$ cat src/rtl/uart_tx_scheduler.sv
// Round-robin scheduler sharing one UART transmitter among N_REQ debounced button requesters.
// Optional auto-repeat of held buttons: define UART_TX_SCHED_AUTO_REPEAT_EN.
module uart_tx_scheduler #(
  parameter int N_REQ         = 4,
  parameter int ACK_TIMEOUT   = 16,
  parameter int GAP_CYCLES    = 0,
  parameter int REPEAT_CYCLES = 50000000,
  localparam int ID_W = (N_REQ > 1) ? $clog2(N_REQ) : 1
) (
  input  logic               clk,
  input  logic               rst_n,
  input  logic [N_REQ-1:0]   req_level,
  input  logic [8*N_REQ-1:0] req_data,
  input  logic               tx_busy,
  output logic               tx_start,
  output logic [7:0]         tx_data,
  output logic [ID_W-1:0]    grant_id,
  output logic [N_REQ-1:0]   pending,
  output logic [N_REQ-1:0]   overrun,
  output logic               err_timeout
);

  localparam int CNT_MAX_AG = (ACK_TIMEOUT > GAP_CYCLES) ? ACK_TIMEOUT : GAP_CYCLES;
  localparam int CNT_MAX    = (CNT_MAX_AG > REPEAT_CYCLES) ? CNT_MAX_AG : REPEAT_CYCLES;
  localparam int CNT_W      = (CNT_MAX > 1) ? $clog2(CNT_MAX) : 1;

  localparam logic [CNT_W-1:0] ACK_LAST = CNT_W'(ACK_TIMEOUT - 1);
  localparam logic [CNT_W-1:0] GAP_LAST = (GAP_CYCLES > 0) ? CNT_W'(GAP_CYCLES - 1) : '0;
  localparam logic [ID_W-1:0]  ID_LAST  = ID_W'(N_REQ - 1);

  typedef enum logic [1:0] {IDLE, WAIT_BUSY, WAIT_DONE, GAP} state_e;

  state_e           state_q, state_d;
  logic [CNT_W-1:0] cnt_q, cnt_d;
  logic [N_REQ-1:0] req_q;
  logic [N_REQ-1:0] pending_q, pending_d;
  logic [N_REQ-1:0] overrun_q, overrun_d;
  logic             tx_start_q, tx_start_d;
  logic [7:0]       tx_data_q, tx_data_d;
  logic [ID_W-1:0]  grant_id_q, grant_id_d;
  logic [ID_W-1:0]  rr_ptr_q, rr_ptr_d;
  logic             err_timeout_q, err_timeout_d;

  logic [N_REQ-1:0] rise;
  logic [N_REQ-1:0] rep_set;
  logic [N_REQ-1:0] grant_clr;
  logic [ID_W-1:0]  win_id;
  logic [ID_W-1:0]  cand;
  logic             win_found;
  logic [7:0]       req_byte [N_REQ];

  assign rise = req_level & ~req_q;

  always_comb begin
    for (int i = 0; i < N_REQ; i++) req_byte[i] = req_data[8*i +: 8];
  end

  // First pending index at or after rr_ptr, wrapping modulo N_REQ.
  always_comb begin
    win_id    = rr_ptr_q;
    win_found = 1'b0;
    cand      = '0;
    for (int j = 0; j < N_REQ; j++) begin
      cand = ID_W'((int'(rr_ptr_q) + j) % N_REQ);
      if (!win_found && pending_q[cand]) begin
        win_found = 1'b1;
        win_id    = cand;
      end
    end
  end

`ifdef UART_TX_SCHED_AUTO_REPEAT_EN
  localparam logic [CNT_W-1:0] REP_LAST = CNT_W'(REPEAT_CYCLES - 1);

  logic [CNT_W-1:0] hold_q [N_REQ];
  logic [CNT_W-1:0] hold_d [N_REQ];

  // Hold counters only run while the button is held and nothing is queued for it.
  always_comb begin
    for (int i = 0; i < N_REQ; i++) begin
      hold_d[i]  = hold_q[i];
      rep_set[i] = 1'b0;
      if (!req_level[i] || rise[i]) begin
        hold_d[i] = '0;
      end else if (!pending_q[i]) begin
        if (hold_q[i] == REP_LAST) begin
          rep_set[i] = 1'b1;
          hold_d[i]  = '0;
        end else begin
          hold_d[i] = hold_q[i] + 1'b1;
        end
      end
    end
  end

  always_ff @(posedge clk or negedge rst_n) begin
    if (!rst_n) begin
      for (int i = 0; i < N_REQ; i++) hold_q[i] <= '0;
    end else begin
      for (int i = 0; i < N_REQ; i++) hold_q[i] <= hold_d[i];
    end
  end
`else
  assign rep_set = '0;
`endif

  always_comb begin
    state_d       = state_q;
    cnt_d         = cnt_q;
    tx_start_d    = 1'b0;
    err_timeout_d = 1'b0;
    tx_data_d     = tx_data_q;
    grant_id_d    = grant_id_q;
    rr_ptr_d      = rr_ptr_q;
    grant_clr     = '0;
    unique case (state_q)
      IDLE: begin
        if (win_found) begin
          grant_id_d        = win_id;
          tx_data_d         = req_byte[win_id];
          grant_clr[win_id] = 1'b1;
          rr_ptr_d          = (win_id == ID_LAST) ? '0 : win_id + 1'b1;
          tx_start_d        = 1'b1;
          cnt_d             = '0;
          state_d           = WAIT_BUSY;
        end
      end
      WAIT_BUSY: begin
        if (tx_busy) begin
          state_d = WAIT_DONE;
        end else if (cnt_q == ACK_LAST) begin
          err_timeout_d = 1'b1;
          state_d       = IDLE;
        end else begin
          cnt_d = cnt_q + 1'b1;
        end
      end
      WAIT_DONE: begin
        if (!tx_busy) begin
          if (GAP_CYCLES > 0) begin
            cnt_d   = '0;
            state_d = GAP;
          end else begin
            state_d = IDLE;
          end
        end
      end
      GAP: begin
        if (cnt_q == GAP_LAST) state_d = IDLE;
        else                   cnt_d   = cnt_q + 1'b1;
      end
      default: state_d = IDLE;
    endcase
  end

  // A new set on the same cycle as its grant keeps the bit pending.
  assign pending_d = (pending_q & ~grant_clr) | rise | rep_set;
  assign overrun_d = overrun_q | (rise & pending_q);

  always_ff @(posedge clk or negedge rst_n) begin
    if (!rst_n) begin
      state_q       <= IDLE;
      cnt_q         <= '0;
      req_q         <= '0;
      pending_q     <= '0;
      overrun_q     <= '0;
      tx_start_q    <= 1'b0;
      tx_data_q     <= '0;
      grant_id_q    <= '0;
      rr_ptr_q      <= '0;
      err_timeout_q <= 1'b0;
    end else begin
      state_q       <= state_d;
      cnt_q         <= cnt_d;
      req_q         <= req_level;
      pending_q     <= pending_d;
      overrun_q     <= overrun_d;
      tx_start_q    <= tx_start_d;
      tx_data_q     <= tx_data_d;
      grant_id_q    <= grant_id_d;
      rr_ptr_q      <= rr_ptr_d;
      err_timeout_q <= err_timeout_d;
    end
  end

  assign tx_start    = tx_start_q;
  assign tx_data     = tx_data_q;
  assign grant_id    = grant_id_q;
  assign pending     = pending_q;
  assign overrun     = overrun_q;
  assign err_timeout = err_timeout_q;

endmodule
$ cat config.mk
export PLATFORM = sky130hd
export DESIGN_NAME = uart_tx_scheduler
export DESIGN_NICKNAME = d
export VERILOG_FILES = /design/src/rtl/uart_tx_scheduler.sv
export SDC_FILE = /design/constraint.sdc
export NUM_CORES = 1
export LEC_CHECK = 0
export ABC_CLOCK_PERIOD_IN_PS = 3250
export BUFFER_PORTS_ARGS = -buffer_cell sky130_fd_sc_hd__buf_2
export CORE_UTILIZATION = 53
export DETAILED_ROUTE_END_ITERATION = 6
export GPL_ROUTABILITY_DRIVEN = 0
export PLACE_DENSITY = 0.88
export SYNTH_ARGS = -nofsm -noshare
export SYNTH_HDL_FRONTEND = slang
export SYNTH_SLANG_ARGS = --single-unit
$ cat constraint.sdc
create_clock -name clk -period 3.25 [get_ports clk]
set_input_delay 0.65 -clock clk [delete_from_list [all_inputs] [get_ports clk]]
set_output_delay 0.65 -clock clk [all_outputs]
set_load 0.01 [all_outputs]
==> results.cfg, run 1 <==
[grt]
grt_pass1_vias = 2361
grt_max_degree = 40
grt_first_pass_wirelength_um = 10900
track_usage_pct = 23.0
overflow = 0
grt_antenna_before_repair = 0

[detailed_routing]
num_vias = 2418
drt_wl_total_um = 6390
firstDrtPassIters = 4
drt-initial-drc-count = 139
ant_nets = 0
drc = 0
via_per_inst = 5.84
wl_per_cell_um = 15.4

[sta]
hold_slack_ns = 0.232
finalHoldViolCount = 0
fin_skew_ns = 0.0170
drv_slew = 0
rsz0062_at_grt = no
tightest_slew_ns = 0.804
setup_viol = 0
fmax_mhz = 345
period_share_pct = 89.2
fin_crit_ns = 2.90
tns_ns = 0
slew_headroom_pct = 46.3

[critical_path]
cp_max_fo = 14
crit_slowest_cell = o311ai_4
crit_type = reg2reg
path_cells = nor4_1 > nand4_1 > o311ai_4 > a21oi_2 > a31oi_1 > a41o_1
cp.required_ns = 3.50
cp_data_arrival_time_ns = 3.15
critPathMaxStageDelay_ns = 0.83
worstSetupEndpointType = flop
startpoint_type = flop

[power]
ir_drop_mv = 0.404
pwr_density_cell_nw_per_um2 = 731
p_leak_nw = 1.57

[logic_synthesis]
syn_area_um2 = 2940
synthesis.instances = 286
async_flop_share_pct = 100
ys_warn_count = 0
synthFlopType = dfrtp_1
synth_edf_count = 0
ys_types = 48
yosys_register_bits = 54
syn_area_per_cell_um2 = 10.3
yosysSeqAreaShare_pct = 46.0
synth_nets = 331

[hold_path]
hold_path_class = in2async

[clocking]
clkTransAtPathRegs_ns = 0.11
numClockSinks = 54
cts_buffers = 5
root_buffer = clkbuf_8
clk_latency_ns = 0.32
clockBufferDepth = 2
post_cts_buffers = 0
cts_max_level = 2
cts_tree = done

[floorplan]
start_util_pct = 56.4
die_area_um2 = 5840
core_um2 = 5200
io_pins = 59
rows = 26
die_w_um = 76.4
die_y_um = 76.4

[final_layout]
final_common_cell = buf_2
drive_gt1_share_pct = 27.0
n_antenna_cell = 0
n_fill_cell = 415
final_cell_mix = buf_2, dfrtp_1, nand2_1, nor2_1, mux2i_1
final_core_util_pct = 64.5
finalNetCount = 388
areaGrowthSynthToFinish_pct = 14.3

[run]
cap_violations = 0

[placement]
dp_hpwl_um = 4480
port_buffers = 58

[outcome]
outcome = completed
[routing by layer]
layer / track usage, % / share of wire [%] / wire (um) / vias up
li1: - / - / - / 1157
met1: 29.2 / 44 / 2800 / 1184
met2: 38.7 / 51 / 3240 / 60
met3: 3.83 / 3.2 / 202 / 17
met4: 10.0 / 2.3 / 148 / 0
met5: 0 / 0 / 0 / -
[synth_stat cells, types with 2 or more instances]
library cell,count,share of area [%]
nor2_1,24,3.1
nand2_1,41,5.2
dfrtp_1,54,46
and3_1,3,0.64
buf_2,2,0.34
o21ai_0,9,1.5
nor4_1,7,1.5
a21oi_2,2,0.60
a31o_2,7,2.1
a31oi_1,6,1.3
nor2b_1,2,0.43
a2111oi_4,2,1.9
buf_6,5,1.9
or3_1,3,0.64
nand4_1,6,1.3
nand3b_1,2,0.51
nand2b_1,2,0.43
ha_1,6,2.6
o221ai_1,8,2.4
xnor2_1,10,3.0
a21boi_0,2,0.51
a21oi_1,11,1.9
a41o_1,6,2.0
a22o_1,4,1.2
a211oi_1,4,1.0
clkbuf_1,3,0.38
mux2i_1,17,5.8
nand3_1,4,0.68
inv_1,13,1.7
or2_2,3,0.64
[critical path: cells and delay by family (launching register included)]
| kind | cells | cell delay, ns |
|---|---|---|
| flip-flops | 1 | 0.45 |
| AND/OR/NAND/NOR | 2 | 0.75 |
| AO/OA/AOI/OAI | 4 | 1.63 |
[final timing paths]
path                       slack (ns)  cells after the start    startpoint           to
min in group clk                 0.45                      1  req_level[0]     req_q[0]
setup reg to reg                 0.35                      6     cnt_q[10]    cnt_q[13]
setup / recovery                 0.35                      6     cnt_q[10]    cnt_q[13]
max in group asynchronous        2.21                      2         rst_n   tx_data[0]
hold / removal                   0.23                      1         rst_n  err_timeout
hold reg to reg                  0.47                      1    overrun[3]   overrun[3]
[cells by family (layout without fill, tap and decap cells)]
kind of cell	count (synthesis)	after routing	share of synthesized area, %
AND/OR/NAND/NOR	104	104	17.4
AO/OA/AOI/OAI	70	70	20.3
flip-flops	54	54	46.0
buffers and inverters	25	83	4.94
multiplexers	17	17	5.80
XOR/XNOR	10	10	2.98
adder cells (fa/ha/maj)	6	6	2.56
[stage by stage]
| stage | setup WS (ns) | area (um2) | power (mW) | cells |
|---|---|---|---|---|
| floorplan | 1.21 | 2940 | 1.78 | 286 |
| global placement | 0.336 | 3250 | 1.98 | 406 |
| detailed placement | 0.246 | 3250 | 2.04 | 406 |
| CTS | 0.138 | 3350 | 2.45 | 414 |
| global route | 0.229 | 3360 | 2.63 | 414 |
| finish | 0.352 | 3360 | 2.45 | 414 |
[repair_timing]
action,CTS,global route
hold buffers,0,0
setup endpoints to repair,0,5
gates resized for setup,0,1
[power breakdown]
part	switching [mW]	internal (mW)	leakage, nW	total [mW]
registers	0.127	0.805	0.680	0.932
logic	0.688	0.423	0.838	1.11
clock network	0.248	0.162	0.0506	0.409
total	1.06	1.39	1.57	2.45
[sequential cells by signal, summed over array words and instances, names as in the netlist, 2 cells and up]
register	cells
cnt_q	26
req_q	4
pending	4
grant_id	2
tx_data	8
rr_ptr_q	2
state_q	2
overrun	4
[cell type report]
cell class              instances  area (um2)  area share [%]
inverters                      14        60.1            1.79
flip-flops and latches         54        1350            40.3
clock buffers                   5        68.8            2.05
well taps                      70        87.6            2.61
repair buffers                 61         313            9.32
clock inverters                 3        28.8           0.858
multi-input cells             207        1450            43.1
Power figures use the tool's default switching activity.
==> inputs of run 2 (changes only) <==
Settings changed: ABC_AREA set to 1, PLACE_DENSITY 0.88 to 0.86.
==> results.cfg, run 2 <==
[logic_synthesis]
synth_top_area_share_pct = 36.7
yosysSeqAreaShare_pct = 36.7
synth_nets = 588
synthFlopType = dfrtp_1
ys_warn_count = 0
yosys_register_bits = 54
synthesis.instances = 543
synth_common_cells = nand2_1, nand3_1, nor2_1
syn_area_um2 = 3680
syn_area_per_cell_um2 = 6.78
post-synth-top-count-cell = nand2_1
synth_edf_count = 0
ys_types = 31
synthTopCellsByArea = dfrtp_1, nand2_1, nand3_1, nor2_1, inv_1
async_flop_share_pct = 100
synth_largest_area_cell = dfrtp_1

[power]
finalPower_mw = 3.38
pwr_density_cell_nw_per_um2 = 822
ir_drop_mv = 0.429
p_leak_nw = 2.22

[critical_path]
cp_data_arrival_time_ns = 2.74
cp_max_fo = 13
timing.rr.end = grant_id[0]
critPathMaxStageDelay_ns = 0.63
path_cells = inv_2 > nand2_1 > nand2_2 > nand2_1 > nand2_2 > nor2_4 > nand4_1 > nand2_1 > inv_1 > nor2_1 > nor2_1
r2r_cells = 11
reg2reg_slack_ns = 0.71
crit_slowest_cell = dfrtp_1
r2r-start = rr_ptr_q[0]
startpoint_type = flop
cp.required_ns = 3.46
path_common_cell = nand2_1
crit_type = reg2reg
worstSetupEndpointType = flop

[floorplan]
die_area_um2 = 7280
rows = 30
io_pins = 59
die_w_um = 85.3
start_util_pct = 54.5
die_y_um = 85.3
core_um2 = 6760

[final_layout]
fin_area_um2 = 4110
drive_gt1_share_pct = 16.4
largest_reg_flops = 26
finalNetCount = 641
final_cell_mix = nand2_1, nand3_1, buf_2, nor2_1, dfrtp_1
largest-register = cnt_q
n_fill_cell = 642
n_antenna_cell = 0
final_common_cell = nand2_1
areaGrowthSynthToFinish_pct = 11.8

[detailed_routing]
firstDrtPassIters = 7
drt-initial-drc-count = 295
num_vias = 3733
wl_per_cell_um = 12.9
ant_nets = 0
drt_wl_total_um = 8760
via_per_inst = 5.51
drc = 1

[grt]
met2_usage_pct = 44.5
overflow = 0
grt_max_degree = 28
met1_usage_pct = 31.7
busiest_layer = met2
grt_first_pass_wirelength_um = 14900
track_usage_pct = 25.1
grt_antenna_before_repair = 0
use_met3_pct = 3.60
grt_pass1_vias = 3429

[hold_path]
hold_path_class = in2async

[run]
cap_violations = 0

[placement]
dp_hpwl_um = 6550
pre_cts_slack_ns = 0.787
port_buffers = 58
placed_area_um2 = 4000

[clocking]
clk_latency_ns = 0.32
numClockSinks = 54
clockBufferDepth = 2
root_buffer = clkbuf_8
cts-hold-fix-buffers = 0
clkTransAtPathRegs_ns = 0.11
post_cts_buffers = 0
cts_max_level = 2
cts_resized = 0
cts_tree = done
cts_buffers = 5

[sta]
setup_viol = 0
tns_ns = 0
tightest_slew_ns = 0.577
slew_headroom_pct = 61.5
period_share_pct = 78.1
fin_skew_ns = 0.0151
finalWorstSetupSlack_ns = 0.713
rsz0062_at_grt = no
finalHoldViolCount = 0
fmax_mhz = 394
fin_crit_ns = 2.54
drv_slew = 0

[outcome]
violations = design-rule violations
outcome = finished with violations
==> run 2: cell count changes after synthesis, moves of 10 or more <==
cell,delta
nand2_1,+182
nor2_1,+31
inv_1,+23
nand3_1,+55
nor3_1,+18
a21oi_1,-10
xor2_1,+15
mux2i_1,-17
nand2_2,+13
==> run 2: worst max-delay path by stage <==
stage	cells past startpoint	end	slack, ns	startpoint
3_3_place_gp	11	grant_id[1]	0.88	rr_ptr_q[0]
5_1_grt	11	grant_id[0]	0.40	rr_ptr_q[0]
3_5_place_dp	12	pending[2]	0.79	rr_ptr_q[0]
4_1_cts	11	grant_id[0]	0.75	rr_ptr_q[0]
2_1_floorplan	15	rr_ptr_q[1]	1.34	rr_ptr_q[1]
6_report	11	grant_id[0]	0.71	rr_ptr_q[0]
==> run 2: layout make-up <==
cell class	instances	area, um2	share of cell area (%)
clock buffer	5	68.8	1.67
clock inverter	3	48.8	1.19
inverter	40	155	3.77
multi-input combinational	433	2070	50.3
sequential	54	1350	32.8
tap	80	100	2.43
timing repair buffer	62	320	7.79
==> run 2: power breakdown <==
group	switching (mW)	internal, mW	leakage (nW)
clock	0.242	0.235	0.0563
sequential	0.148	0.806	0.679
combinational	1.37	0.583	1.49
==> run 2: critical path, delay by kind of cell, from the launching register on <==
family,cells,cell delay [ns]
buf+inv,2,0.51
simple gates,9,1.29
flops,1,0.63
==> run 2: cells by family after synthesis <==
logic type	Yosys count	share of synthesized area (%)
AOI/OAI and AO/OA	11	1.84
xor gates and xnor gates	21	5.00
adders and majority gates	6	2.04
buffers and inverters	56	7.07
DFF	54	36.7
and+or+nand+nor	395	47.3
==> run 2: per-stage QoR <==
stage / hold slack (ns) / utilization [%] / cells
after global placement: 0.432 / 59.1 / 669
after detailed placement: 0.436 / 59.1 / 669
after global routing: 0.338 / 60.9 / 677
final: 0.296 / 60.9 / 677
after CTS: 0.314 / 60.9 / 677
after floorplan: 0.354 / - / 543
==> run 2: per-layer routing <==
| layer | wire length, um | vias up |
|---|---|---|
| met1 | 3690 | 1742 |
| met2 | 4360 | 154 |
| li1 | - | 1818 |
| met3 | 524 | 19 |
| met5 | 0 | - |
| met4 | 182 | 0 |
